## config.mk

```make
export PLATFORM = sky130hd
export DESIGN_NAME = sdram_port_arbiter
export DESIGN_NICKNAME = d
export VERILOG_FILES = /design/src/rtl/c64_mem_pkg.sv /design/src/rtl/sdram_port_arbiter.sv
export SDC_FILE = /design/constraint.sdc
export NUM_CORES = 1
export LEC_CHECK = 0
export BUFFER_PORTS_ARGS = -buffer_cell sky130_fd_sc_hd__buf_2
export CELL_PAD_IN_SITES_DETAIL_PLACEMENT = 0
export CELL_PAD_IN_SITES_GLOBAL_PLACEMENT = 1
export CORE_AREA = 2 2 103 179
export DETAILED_ROUTE_END_ITERATION = 10
export DIE_AREA = 0 0 105 181
export PLACE_DENSITY_LB_ADDON = 0.12
export SKIP_CTS_REPAIR_TIMING = 1
export SLEW_MARGIN = 20
export SYNTH_ARGS = -nofsm -noshare
export SYNTH_HDL_FRONTEND = slang
export SYNTH_SLANG_ARGS = --single-unit
```

## constraint.sdc

```tcl
create_clock -name clk_sys -period 1.6 [get_ports clk_sys]
set_input_delay 0.32 -clock clk_sys [delete_from_list [all_inputs] [get_ports clk_sys]]
set_output_delay 0.32 -clock clk_sys [all_outputs]
set_load 0.01 [all_outputs]
```

## src/rtl/c64_mem_pkg.sv

```systemverilog
// Shared types and port identifiers for the c64 SDRAM request path.
package c64_mem_pkg;

  typedef enum logic [1:0] {
    IDLE  = 2'd0,
    ISSUE = 2'd1,
    WAIT  = 2'd2,
    ACK   = 2'd3
  } arb_state_t;

  localparam logic [1:0] PORT_CORE  = 2'd0;
  localparam logic [1:0] PORT_DRIVE = 2'd1;
  localparam logic [1:0] PORT_IOCTL = 2'd2;
  localparam logic [1:0] GRANT_NONE = 2'd3;

endpackage

```

## src/rtl/sdram_port_arbiter.sv

```systemverilog
// Three-port arbiter in front of the SDRAM controller: core has fixed priority,
// drive/ioctl share round-robin with a starvation override.
module sdram_port_arbiter
  import c64_mem_pkg::*;
#(
  parameter int ADDR_W     = 25,
  parameter int DATA_W     = 16,
  parameter int STARVE_MAX = 8
) (
  input  logic                  clk_sys,
  input  logic                  reset_n,
  input  logic [2:0]            req,
  input  logic [2:0]            we,
  input  logic [3*ADDR_W-1:0]   addr,
  input  logic [3*DATA_W-1:0]   din,
  input  logic [5:0]            be,
  output logic [2:0]            ack,
  output logic [3*DATA_W-1:0]   dout,
  output logic [1:0]            grant_id,
  output logic                  busy,
  output logic                  mem_req,
  output logic                  mem_we,
  output logic [ADDR_W-1:0]     mem_addr,
  output logic [DATA_W-1:0]     mem_din,
  output logic [1:0]            mem_be,
  input  logic                  mem_ready,
  input  logic                  mem_done,
  input  logic [DATA_W-1:0]     mem_dout
);

  localparam int               CNT_W      = $clog2(STARVE_MAX + 1);
  localparam logic [CNT_W-1:0] STARVE_LIM = CNT_W'(STARVE_MAX);

  arb_state_t              state_reg, state_next;
  logic [1:0]              grant_reg, grant_next;
  logic [1:0]              rr_reg, rr_next;
  logic [CNT_W-1:0]        starve_reg, starve_next;
  logic                    mem_we_reg, mem_we_next;
  logic [ADDR_W-1:0]       mem_addr_reg, mem_addr_next;
  logic [DATA_W-1:0]       mem_din_reg, mem_din_next;
  logic [1:0]              mem_be_reg, mem_be_next;
  logic [3*DATA_W-1:0]     dout_reg, dout_next;
  logic [1:0]              sel_port;

  // Low port prefers rr; it only beats the core once the core has starved it.
  function automatic logic [1:0] select_port(input logic [2:0] r, input logic [1:0] rr,
                                             input logic [CNT_W-1:0] cnt);
    logic [1:0] low;
    low = GRANT_NONE;
    if (rr == PORT_IOCTL) begin
      if (r[2])      low = PORT_IOCTL;
      else if (r[1]) low = PORT_DRIVE;
    end else begin
      if (r[1])      low = PORT_DRIVE;
      else if (r[2]) low = PORT_IOCTL;
    end
    if (low != GRANT_NONE && cnt == STARVE_LIM) return low;
    else if (r[0])                              return PORT_CORE;
    else                                        return low;
  endfunction

  assign sel_port = select_port(req, rr_reg, starve_reg);

  always_comb begin
    state_next    = state_reg;
    grant_next    = grant_reg;
    rr_next       = rr_reg;
    starve_next   = starve_reg;
    mem_we_next   = mem_we_reg;
    mem_addr_next = mem_addr_reg;
    mem_din_next  = mem_din_reg;
    mem_be_next   = mem_be_reg;
    dout_next     = dout_reg;

    case (state_reg)
      IDLE: begin
        if (|req) begin
          state_next = ISSUE;
          grant_next = sel_port;
          for (int p = 0; p < 3; p++) begin
            if (sel_port == 2'(p)) begin
              mem_we_next   = we[p];
              mem_addr_next = addr[p*ADDR_W +: ADDR_W];
              mem_din_next  = din[p*DATA_W +: DATA_W];
              mem_be_next   = be[p*2 +: 2];
            end
          end
          if (sel_port == PORT_CORE) begin
            if ((req[1] | req[2]) && starve_reg != STARVE_LIM)
              starve_next = starve_reg + 1'b1;
          end else begin
            starve_next = '0;
            rr_next     = (sel_port == PORT_DRIVE) ? PORT_IOCTL : PORT_DRIVE;
          end
        end
      end
      ISSUE: begin
        if (mem_ready) state_next = WAIT;
      end
      WAIT: begin
        if (mem_done) begin
          state_next = ACK;
          if (!mem_we_reg) begin
            for (int p = 0; p < 3; p++) begin
              if (grant_reg == 2'(p)) dout_next[p*DATA_W +: DATA_W] = mem_dout;
            end
          end
        end
      end
      ACK: begin
        state_next = IDLE;
        grant_next = GRANT_NONE;
      end
      default: state_next = IDLE;
    endcase
  end

  always_ff @(posedge clk_sys) begin
    if (!reset_n) begin
      state_reg    <= IDLE;
      grant_reg    <= GRANT_NONE;
      rr_reg       <= PORT_DRIVE;
      starve_reg   <= '0;
      mem_we_reg   <= 1'b0;
      mem_addr_reg <= '0;
      mem_din_reg  <= '0;
      mem_be_reg   <= '0;
      dout_reg     <= '0;
    end else begin
      state_reg    <= state_next;
      grant_reg    <= grant_next;
      rr_reg       <= rr_next;
      starve_reg   <= starve_next;
      mem_we_reg   <= mem_we_next;
      mem_addr_reg <= mem_addr_next;
      mem_din_reg  <= mem_din_next;
      mem_be_reg   <= mem_be_next;
      dout_reg     <= dout_next;
    end
  end

  genvar gi;
  generate
    for (gi = 0; gi < 3; gi++) begin : g_ack
      assign ack[gi] = (state_reg == ACK) && (grant_reg == 2'(gi));
    end
  endgenerate

  assign dout     = dout_reg;
  assign grant_id = grant_reg;
  assign busy     = (state_reg != IDLE);
  assign mem_req  = (state_reg == ISSUE);
  assign mem_we   = mem_we_reg;
  assign mem_addr = mem_addr_reg;
  assign mem_din  = mem_din_reg;
  assign mem_be   = mem_be_reg;

endmodule

```

# [After elaboration in Yosys (flattened, before gate mapping)]
# Cells that the tools add are included.
[word_totals] ff_bits=102 in_bits=155 out_inout_bits=99 word_cells=78
[classes] addsub=1 n_eq_ne=15 mux=28 n_bitwise=3 reduce_logical=20
[ops] operator="2-to-1 mux 25 bit" n=3
[ops] operator="2-to-1 mux 16 bit" n=3
[ops] operator="2-to-1 mux 2 bit" n=14
[ops] operator="AND reduction 3 bit" n=4
[ops] operator="AND reduction 4 bit" n=3
[ops] operator="equality test 2 bit, second input constant" n=5
[ops] operator="2-to-1 mux 4 bit" n=2
[ops] operator="one-hot mux 2 bit (4 select lines)" n=1
[ops] operator="equality test 2 x 1 -> 1 bit, second input constant" n=3
[ops] operator="zero test 2 bit" n=3
[ops] operator="!= test 2 bit, second input constant" n=3
[ops] operator="logical AND 1 bit" n=5
[ops] operator="adder 4 x 1 -> 4 bit, second input constant" n=1
[ops] operator="equality test 4 bit, second input constant" n=1
[ops] operator="2-to-1 mux 1 bit" n=4
[ops] operator="!= test 2 x 1 -> 1 bit, second input constant" n=2
[ops] operator="!= test 4 bit, second input constant" n=1
[ops] operator="one-hot mux 2 bit (2 select lines)" n=1
[ops] operator="nonzero test 2 bit" n=2
[ops] operator="nonzero test 3 bit" n=1
[ops] operator="OR reduction 3 bit" n=1
[ops] operator="NOT 1 bit" n=2
[ops] operator="AND reduction 2 bit" n=1
[ops] operator="bitwise OR 1 bit" n=1

# [Longest topological paths before layout]
# Gate-level depths: netlist of the first run.
[depth] ltp_word=10 depth_mapped=8 ltp_nobuf=6

# [Worst setup path before layout of the first run]
# Ideal clock, no wire load.
[synth_path] path_type="register -> register" start="reg state_reg[0]" end="reg dout_reg[37], in the netlist dout[37]" setup_ps=132 t_arrival_ps=1568 slack_ps=-100 stages_incl_launch_ff=9 n_path_buf=2 cell_sequence="dfxtp_1 > inv_1 > ha_1 > nand2_2 > or4b_1 > buf_2 > buf_6 > nand2_1 > a21oi_1"
[synth_via] elab_chain_len=2
[synth_lines] item="start: declaration" line="sdram_port_arbiter.sv:34" text="arb_state_t state_reg, state_next;"
[synth_lines] item="start signal: assignment" line="sdram_port_arbiter.sv:130" text="state_reg <= state_next;"
[synth_lines] item="equality test 2 bit" line="sdram_port_arbiter.sv:75" text="case (state_reg)"
[synth_lines] item="AND reduction 4 bit (no line)"
[synth_lines] item="end signal: assignment" line="sdram_port_arbiter.sv:138" text="dout_reg <= dout_next;"
[synth_lines] item="end: declaration" line="sdram_port_arbiter.sv:42" text="logic [3*DATA_W-1:0] dout_reg, dout_next;"
# No other way between the ends.
# A chain may end at the register's enable or synchronous reset.

# [Worst setup path after layout of the first run]
[layout_path] start="reg starve_reg[1]" end="reg mem_addr_reg[6], in the netlist mem_addr[6]"
[layout_via] elab_chain_len=6 elab_cells_between_ends=10 cone_classes="eq/ne (3); mux (3); reduce/logical (4)"
[layout_lines] item="start: declaration" line="sdram_port_arbiter.sv:37" text="logic [CNT_W-1:0] starve_reg, starve_next;"
[layout_lines] item="start signal: assignment" line="sdram_port_arbiter.sv:133" text="starve_reg <= starve_next;"
[layout_lines] item="equality test 4 bit *" line="sdram_port_arbiter.sv:57" text="if (low != GRANT_NONE && cnt == STARVE_LIM) return low;"
[layout_lines] item="logical AND 1 bit *" line="sdram_port_arbiter.sv:57"
[layout_lines] item="2-to-1 mux 2 bit *" line="sdram_port_arbiter.sv:57"
[layout_lines] item="equality test 2 x 1 -> 1 bit (tied with other cells)" line="sdram_port_arbiter.sv:81" text="if (sel_port == 2'(p)) begin"
[layout_lines] item="nonzero test 3 bit (no line) or 2-to-1 mux 25 bit (tied branches)"
[layout_lines] item="AND reduction 3 bit (no line) or 2-to-1 mux 25 bit (tied branches)"
[layout_lines] item="end signal: assignment" line="sdram_port_arbiter.sv:135" text="mem_addr_reg <= mem_addr_next;"
[layout_lines] item="end: declaration" line="sdram_port_arbiter.sv:39" text="logic [ADDR_W-1:0] mem_addr_reg, mem_addr_next;"
# Every way passes the cells marked *; elsewhere a longest branch is shown, timed or not.

==> results of run 1 <==
## cells in the mapped netlist
cell type  instances  area share (%)
nand3b_1           2            0.31
nor3_2             1            0.21
o211ai_2           1            0.26
a222oi_1           1            0.21
o221ai_4           1            0.55
nor3b_1            1            0.16
dfxtp_1          102              42
nand4b_1           1            0.18
o21ai_0            5            0.52
nor4b_4            1            0.49
nor4b_1            1            0.18
and2_1             1            0.13
nand2_2            1            0.13
mux2i_1           17             3.5
clkbuf_2           1            0.10
nor2_1            68             5.3
or4b_1             1            0.21
a221oi_1          44             8.0
a21oi_1           37             3.8
o221ai_1          44             8.0
nor3_1             3            0.31
clkbuf_1          20             1.6
a211oi_1           1            0.16
a2bb2oi_1          2            0.36
nand2b_1           2            0.26
o21a_1             2            0.31
a21boi_0           1            0.16
nand2_1          117             9.1
buf_4              1            0.16
inv_2              1           0.078
ha_1               6             1.6
buf_6              3            0.70
buf_2             34             3.5
nand3_1           48             5.0
nor2b_1            1            0.13
nor4_4             1            0.44
and3b_1            2            0.36
inv_1              9            0.70
or4_1              1            0.16
a21o_1             1            0.16
o31ai_1            1            0.16
## through the flow
stage / hold slack (ns) / cell area (um^2) / std cells / power (mW) / worst slack, ns
2_1_floorplan: 0.456 / 4850 / 588 / 5.43 / -0.0214
3_3_place_gp: 0.437 / 6540 / 1047 / 6.91 / -0.103
3_5_place_dp: 0.444 / 6540 / 1047 / 7.00 / -0.133
4_1_cts: 0.201 / 6830 / 1063 / 9.22 / -0.176
5_1_grt: 0.200 / 7440 / 1079 / 10.5 / -0.120
6_report: 0.206 / 7440 / 1079 / 9.85 / -0.0528
## power groups by stage
| stage | clock, mW | combinational (mW) | sequential (mW) |
|---|---|---|---|
| CTS | 2.27 | 3.59 | 3.37 |
| detailed placement | 0 | 3.58 | 3.42 |
| floorplan | 0 | 1.85 | 3.58 |
| finish | 2.19 | 4.22 | 3.44 |
| global route | 2.38 | 4.61 | 3.50 |
| global placement | 0 | 3.52 | 3.40 |
## how the worst min path moves through the flow
stage                               to  slack [ns]
after floorplan                dout[0]        0.46
after global placement        dout[40]        0.44
after detailed placement      dout[14]        0.44
after CTS                  mem_din[15]        0.20
after global routing      mem_addr[17]        0.20
final                       mem_din[5]        0.21
## cell families after synthesis
kind of cell             count (synthesis)  synth area share, %
AND/OR/NAND/NOR                        253                 23.1
AO/OA/AOI/OAI                          141                 22.7
flip-flops                             102                 42.4
buffers and inverters                   69                 6.83
multiplexers                            17                 3.53
adder cells (fa/ha/maj)                  6                 1.56
## per-layer routing
layer  up-vias  global-route usage [%]  part of all wire (%)
li1       2648                       -                     -
met1      2647                    19.4                    36
met2       202                    35.6                    56
met3        31                    4.98                   5.9
met4         0                    7.63                   2.2
met5         -                       0                     0
## critical path, stage by stage (launching register included)
cell	delay [ns]
dfxtp_2	0.34
inv_2	0.05
ha_4	0.15
and3b_2	0.24
o221ai_4	0.23
buf_6	0.18
buf_8	0.16
o221ai_1	0.12
nor2_1	0.12
## area by class of cell
| cell class | instances | area share (%) |
|---|---|---|
| antenna | 4 | 0.135 |
| multi-input combinational | 417 | 38.9 |
| timing repair buffer | 299 | 25.0 |
| tap | 231 | 3.88 |
| clock inverter | 6 | 0.723 |
| sequential | 102 | 27.6 |
| clock buffer | 10 | 3.21 |
| inverter | 10 | 0.572 |
==> flow_summary_export.csv, run 1 <==
group,metric,value,unit
worst_setup_path,endpoint_kind,"register",
timing,fin_setup_tns,-0.877,ns
timing,fin_skew,0.0105,ns
cts,cts-root-buf,"clkbuf_16",
worst_setup_path,critPathRequiredTime,1.89,ns
floorplan,core_area,17500,um^2
yosys,synthDistinctLibCells,41,
floorplan,ios,254,
routing,drt-total-wl,19400,um
timing,min_period,1.65,ns
outcome,failed_checks,"setup timing",
finish,area_growth,54.4,%
timing,max_slew_margin,66.6,%
yosys,synth_area_per_cell,8.20,um^2
cts,clockBufferDepth,2,
global_routing,grt_overflow_total,0,
worst_setup_path,worstPathArrival,1.94,ns
global_routing,grt_pass1_vias,5534,
finish,mostFrequentLayoutCells,"252 x buf_2, 116 x nand2_1, 97 x dfxtp_1",
cts,numClockSinks,102,
floorplan,fp.dieW,105,um
global_routing,grt_usage,18.9,%
floorplan,placementRows,64,
finish,seq_area,2050,um^2
yosys,synth_seq_cells,102,
pwr,power.density,1320,nW/um^2
placement,port-buffer-count,253,
routing,drt_pass1_iterations,4,
worst_setup_path,path_class,"register to register",
outcome,status,"complete, but fails checks",
timing,finalWorstSetupSlack,-0.0528,ns
placement,gp_congestion,0.758,
cts,cts_tree,"yes",
finish,fillers,1899,
timing,finalHoldViolations,0,
timing,tightestPinTransition,0.501,ns
finish,post-route-util,42.6,%
worst_setup_path,r2r_end,"mem_addr[6]",
routing,drc,0,
cts,ctsHtreeMaxLevel,3,
worst_setup_path,cp-endpoint,"mem_addr[6]",
worst_setup_path,critPathLaunch,"starve_reg[1]",
worst_setup_path,worst_r2r_path_depth,8,
global_routing,antenna_found_initial,4,
routing,drt-initial-drc-count,211,
hold_path,worstHoldPathCells,3,
worst_setup_path,r2r-start,"starve_reg[1]",
yosys,yosys_warnings,0,
floorplan,dieArea,19000,um^2
pwr,p_clk_share,22.2,%
finish,nNetsFinal,1000,
pwr,peakVddDrop,0.995,mV
pwr,p_sw_share,38.2,%
pwr,p_comb_share,42.9,%
routing,via_per_inst,5.12,
yosys,ys_seq_area_share,42.4,%
worst_setup_path,r2r_slack,-0.05,ns
cts,clk_pin_slew_worst_paths,0.08,ns
routing,vias,5528,
timing,rsz0062_at_grt,"yes",
timing,final-setup-viol-count,50,
finish,largest_reg_flops,48,
routing,wl_per_cell,18.0,um
hold_path,hold_path_startpoint,"din[5]",
floorplan,die_h,181,um
cts,cts_buffers,9,
yosys,synth_cells,588,
run,maxCapViolations,0,
floorplan,start_util,27.6,%
timing,post-route-period-util,103,%
yosys,synth.net_count,749,
global_routing,grt_pass1_wl,28800,um
pwr,power_frac_seq,34.9,%
routing,final_antenna_net_count,0,
worst_setup_path,worst-path-max-fanout,9,
finish,multiInputGateArea,2890,um^2
finish,drive_gt1_share,46.4,%
timing,finalMaxSlewViolations,0,
pwr,internal_power,6.09,mW
finish,final_common_cell,"buf_2",
global_routing,grt_start_max_net_pins,50,
pwr,p_leak,3.33,nW
cts,clock_latency,0.35,ns
pwr,power.switching,3.76,mW
placement,place_hpwl,13000,um
yosys,netlist_area,4820,um^2
worst_setup_path,startpoint_type,"register",
hold_path,min_path_type,"primary input to register",
timing,max_freq,605,MHz
Note: power is estimated with default switching activity, not from simulation.
==> run 2, diff against run 1 <==
CTS_BUF_LIST = sky130_fd_sc_hd__clkbuf_16   (was default)
==> run 2 against run 1 <==
Effect of this change:
- the flow still finishes with violations (setup timing)
- combinational power is 0.9% higher
- setup slack better by 0.0029 ns
- clock skew is 0.0017 ns higher
- clock-buffer cell count shrank 1
- sequential power barely moved
- cell area up 1.7%
- critical path depth unchanged
- worst hold slack about the same
- largest power group unchanged
==> flow_summary_export.csv, run 2 (same netlist as run 1, synthesis figures left out) <==
group,metric,value,unit
cts,ctsHtreeMaxLevel,3,
hold_path,min_path_type,"primary input to register",
timing,finalMaxSlewViolations,0,
worst_setup_path,crit_buf_inv,3,
timing,finalHoldViolations,0,
worst_setup_path,cp-endpoint,"mem_addr[10]",
cts,clk_pin_slew_worst_paths,0.08,ns
placement,port-buffer-count,253,
pwr,power.density,1300,nW/um^2
routing,drt-initial-drc-count,236,
placement,gp_congestion,0.758,
worst_setup_path,worst-path-max-fanout,5,
pwr,p_total,9.84,mW
worst_setup_path,startpoint_type,"register",
worst_setup_path,endpoint_kind,"register",
worst_setup_path,crit_chain,"inv_2, ha_4, and3b_2, o221ai_4, buf_6, buf_6, o221ai_1, nor2_1",
routing,drc,0,
finish,mostFrequentLayoutCells,"252 x buf_2, 99 x nand2_1, 97 x dfxtp_1",
finish,largest_reg_flops,48,
finish,final_common_cell,"buf_2",
routing,wl_per_cell,18.3,um
timing,final-setup-viol-count,50,
finish,fin_area,7570,um^2
placement,place_hpwl,13000,um
floorplan,start_util,27.6,%
run,maxCapViolations,0,
worst_setup_path,worstPathArrival,1.94,ns
timing,max_freq,606,MHz
timing,rsz0062_at_grt,"yes",
cts,cts_tree,"yes",
outcome,failed_checks,"setup timing",
floorplan,placementRows,64,
cts,clockBufferDepth,2,
placement,dp_cells,1047,
worst_setup_path,r2r-start,"starve_reg[1]",
floorplan,fp.dieW,105,um
global_routing,grt_overflow_total,0,
pwr,peakVddDrop,0.999,mV
placement,post-place-ws,-0.133,ns
routing,via_per_inst,5.13,
finish,drive_gt1_share,49.0,%
finish,area_growth,57.1,%
timing,fin_skew,0.0122,ns
worst_setup_path,worst_r2r_path_depth,8,
routing,vias,5537,
cts,cts-root-buf,"clkbuf_16",
global_routing,grt_pass1_vias,5538,
global_routing,antenna_found_initial,4,
outcome,status,"complete, but fails checks",
global_routing,grt_start_max_net_pins,50,
cts,numClockSinks,102,
floorplan,dieArea,19000,um^2
worst_setup_path,cp.depth,8,
placement,dpl_cell_area,6540,um^2
finish,post-route-util,43.4,%
global_routing,grt_usage,18.9,%
worst_setup_path,critPathMaxStageDelay,0.34,ns
timing,fin_setup_tns,-0.919,ns
floorplan,ios,254,
worst_setup_path,critPathLaunch,"starve_reg[1]",
routing,final_antenna_net_count,0,
cts,clock_latency,0.35,ns
finish,stdcell_count,1080,
timing,holdWs,0.206,ns
timing,finalWorstSetupSlack,-0.0498,ns
worst_setup_path,critPathRequiredTime,1.89,ns
global_routing,grt_pass1_wl,28800,um
floorplan,core_area,17500,um^2
pwr,p_leak,3.36,nW
finish,nNetsFinal,1001,
cts,cts_buffers,9,
worst_setup_path,critPathTopFamily,"buffers and inverters",
worst_setup_path,path_class,"register to register",
routing,drt_pass1_iterations,4,
floorplan,die_h,181,um
timing,tightestPinTransition,0.482,ns
timing,post-route-period-util,103,%
worst_setup_path,r2r_slack,-0.05,ns
timing,max_slew_margin,67.8,%
worst_setup_path,crit_top_cell,"buf_6",
routing,drt-total-wl,19700,um
timing,min_period,1.65,ns
worst_setup_path,cp_slowest_cell,"dfxtp_2",
worst_setup_path,r2r_end,"mem_addr[10]",
run 2: changes by cell type in the layout (fill, tap and decap cells not counted), moves of 4 or more:
| cell | previous run | this run |
|---|---|---|
| a21oi_2 | 0 | 4 |
| nand2_2 | 1 | 9 |
| nand2_1 | 116 | 99 |
| a21oi_1 | 37 | 33 |
| nand2_4 | 0 | 9 |
run 2: cell type report:
cell class / instances / area [um^2]
Tap cell: 231 / 289
Clock buffer: 9 / 225
Inverter: 10 / 42.5
Multi-Input combinational cell: 417 / 3000
Antenna cell: 4 / 10.0
Timing Repair Buffer: 300 / 1900
Fill cell: 1893 / 9890
Clock inverter: 7 / 57.6
Sequential cell: 102 / 2050
run 2: worst reg2reg max path, cell delays in order, from the launching register on:
cell and delay [ns]:
dfxtp_2 0.34, inv_2 0.05, ha_4 0.15, and3b_2 0.24, o221ai_4 0.23, buf_6 0.18, buf_6 0.17, o221ai_1 0.12
nor2_1 0.11
run 2: how the worst min path moves through the flow:
stage | from | slack [ns] | cells past startpoint | endpoint
floorplan | mem_dout[0] | 0.46 | 2 | dout[0]
global placement | dout[40] | 0.44 | 2 | dout[40]
detailed placement | dout[14] | 0.44 | 2 | dout[14]
CTS | din[15] | 0.20 | 3 | mem_din[15]
global route | addr[17] | 0.20 | 3 | mem_addr[17]
finish | din[5] | 0.21 | 3 | mem_din[5]
run 2: metal layers:
layer	global-route usage [%]	share of wire, %	wire length [um]	vias up
met1	19.4	36	7140	2640
met5	0	0	0	-
met4	7.63	2.2	437	0
met3	4.98	6.5	1280	30
met2	35.6	55	10900	215
li1	-	-	-	2652
run 2: power by group:
part | internal, mW | switching [mW] | leakage, nW
Combinational | 1.92 | 2.34 | 2.38
Sequential | 3.05 | 0.386 | 0.836
Clock | 1.08 | 1.06 | 0.141
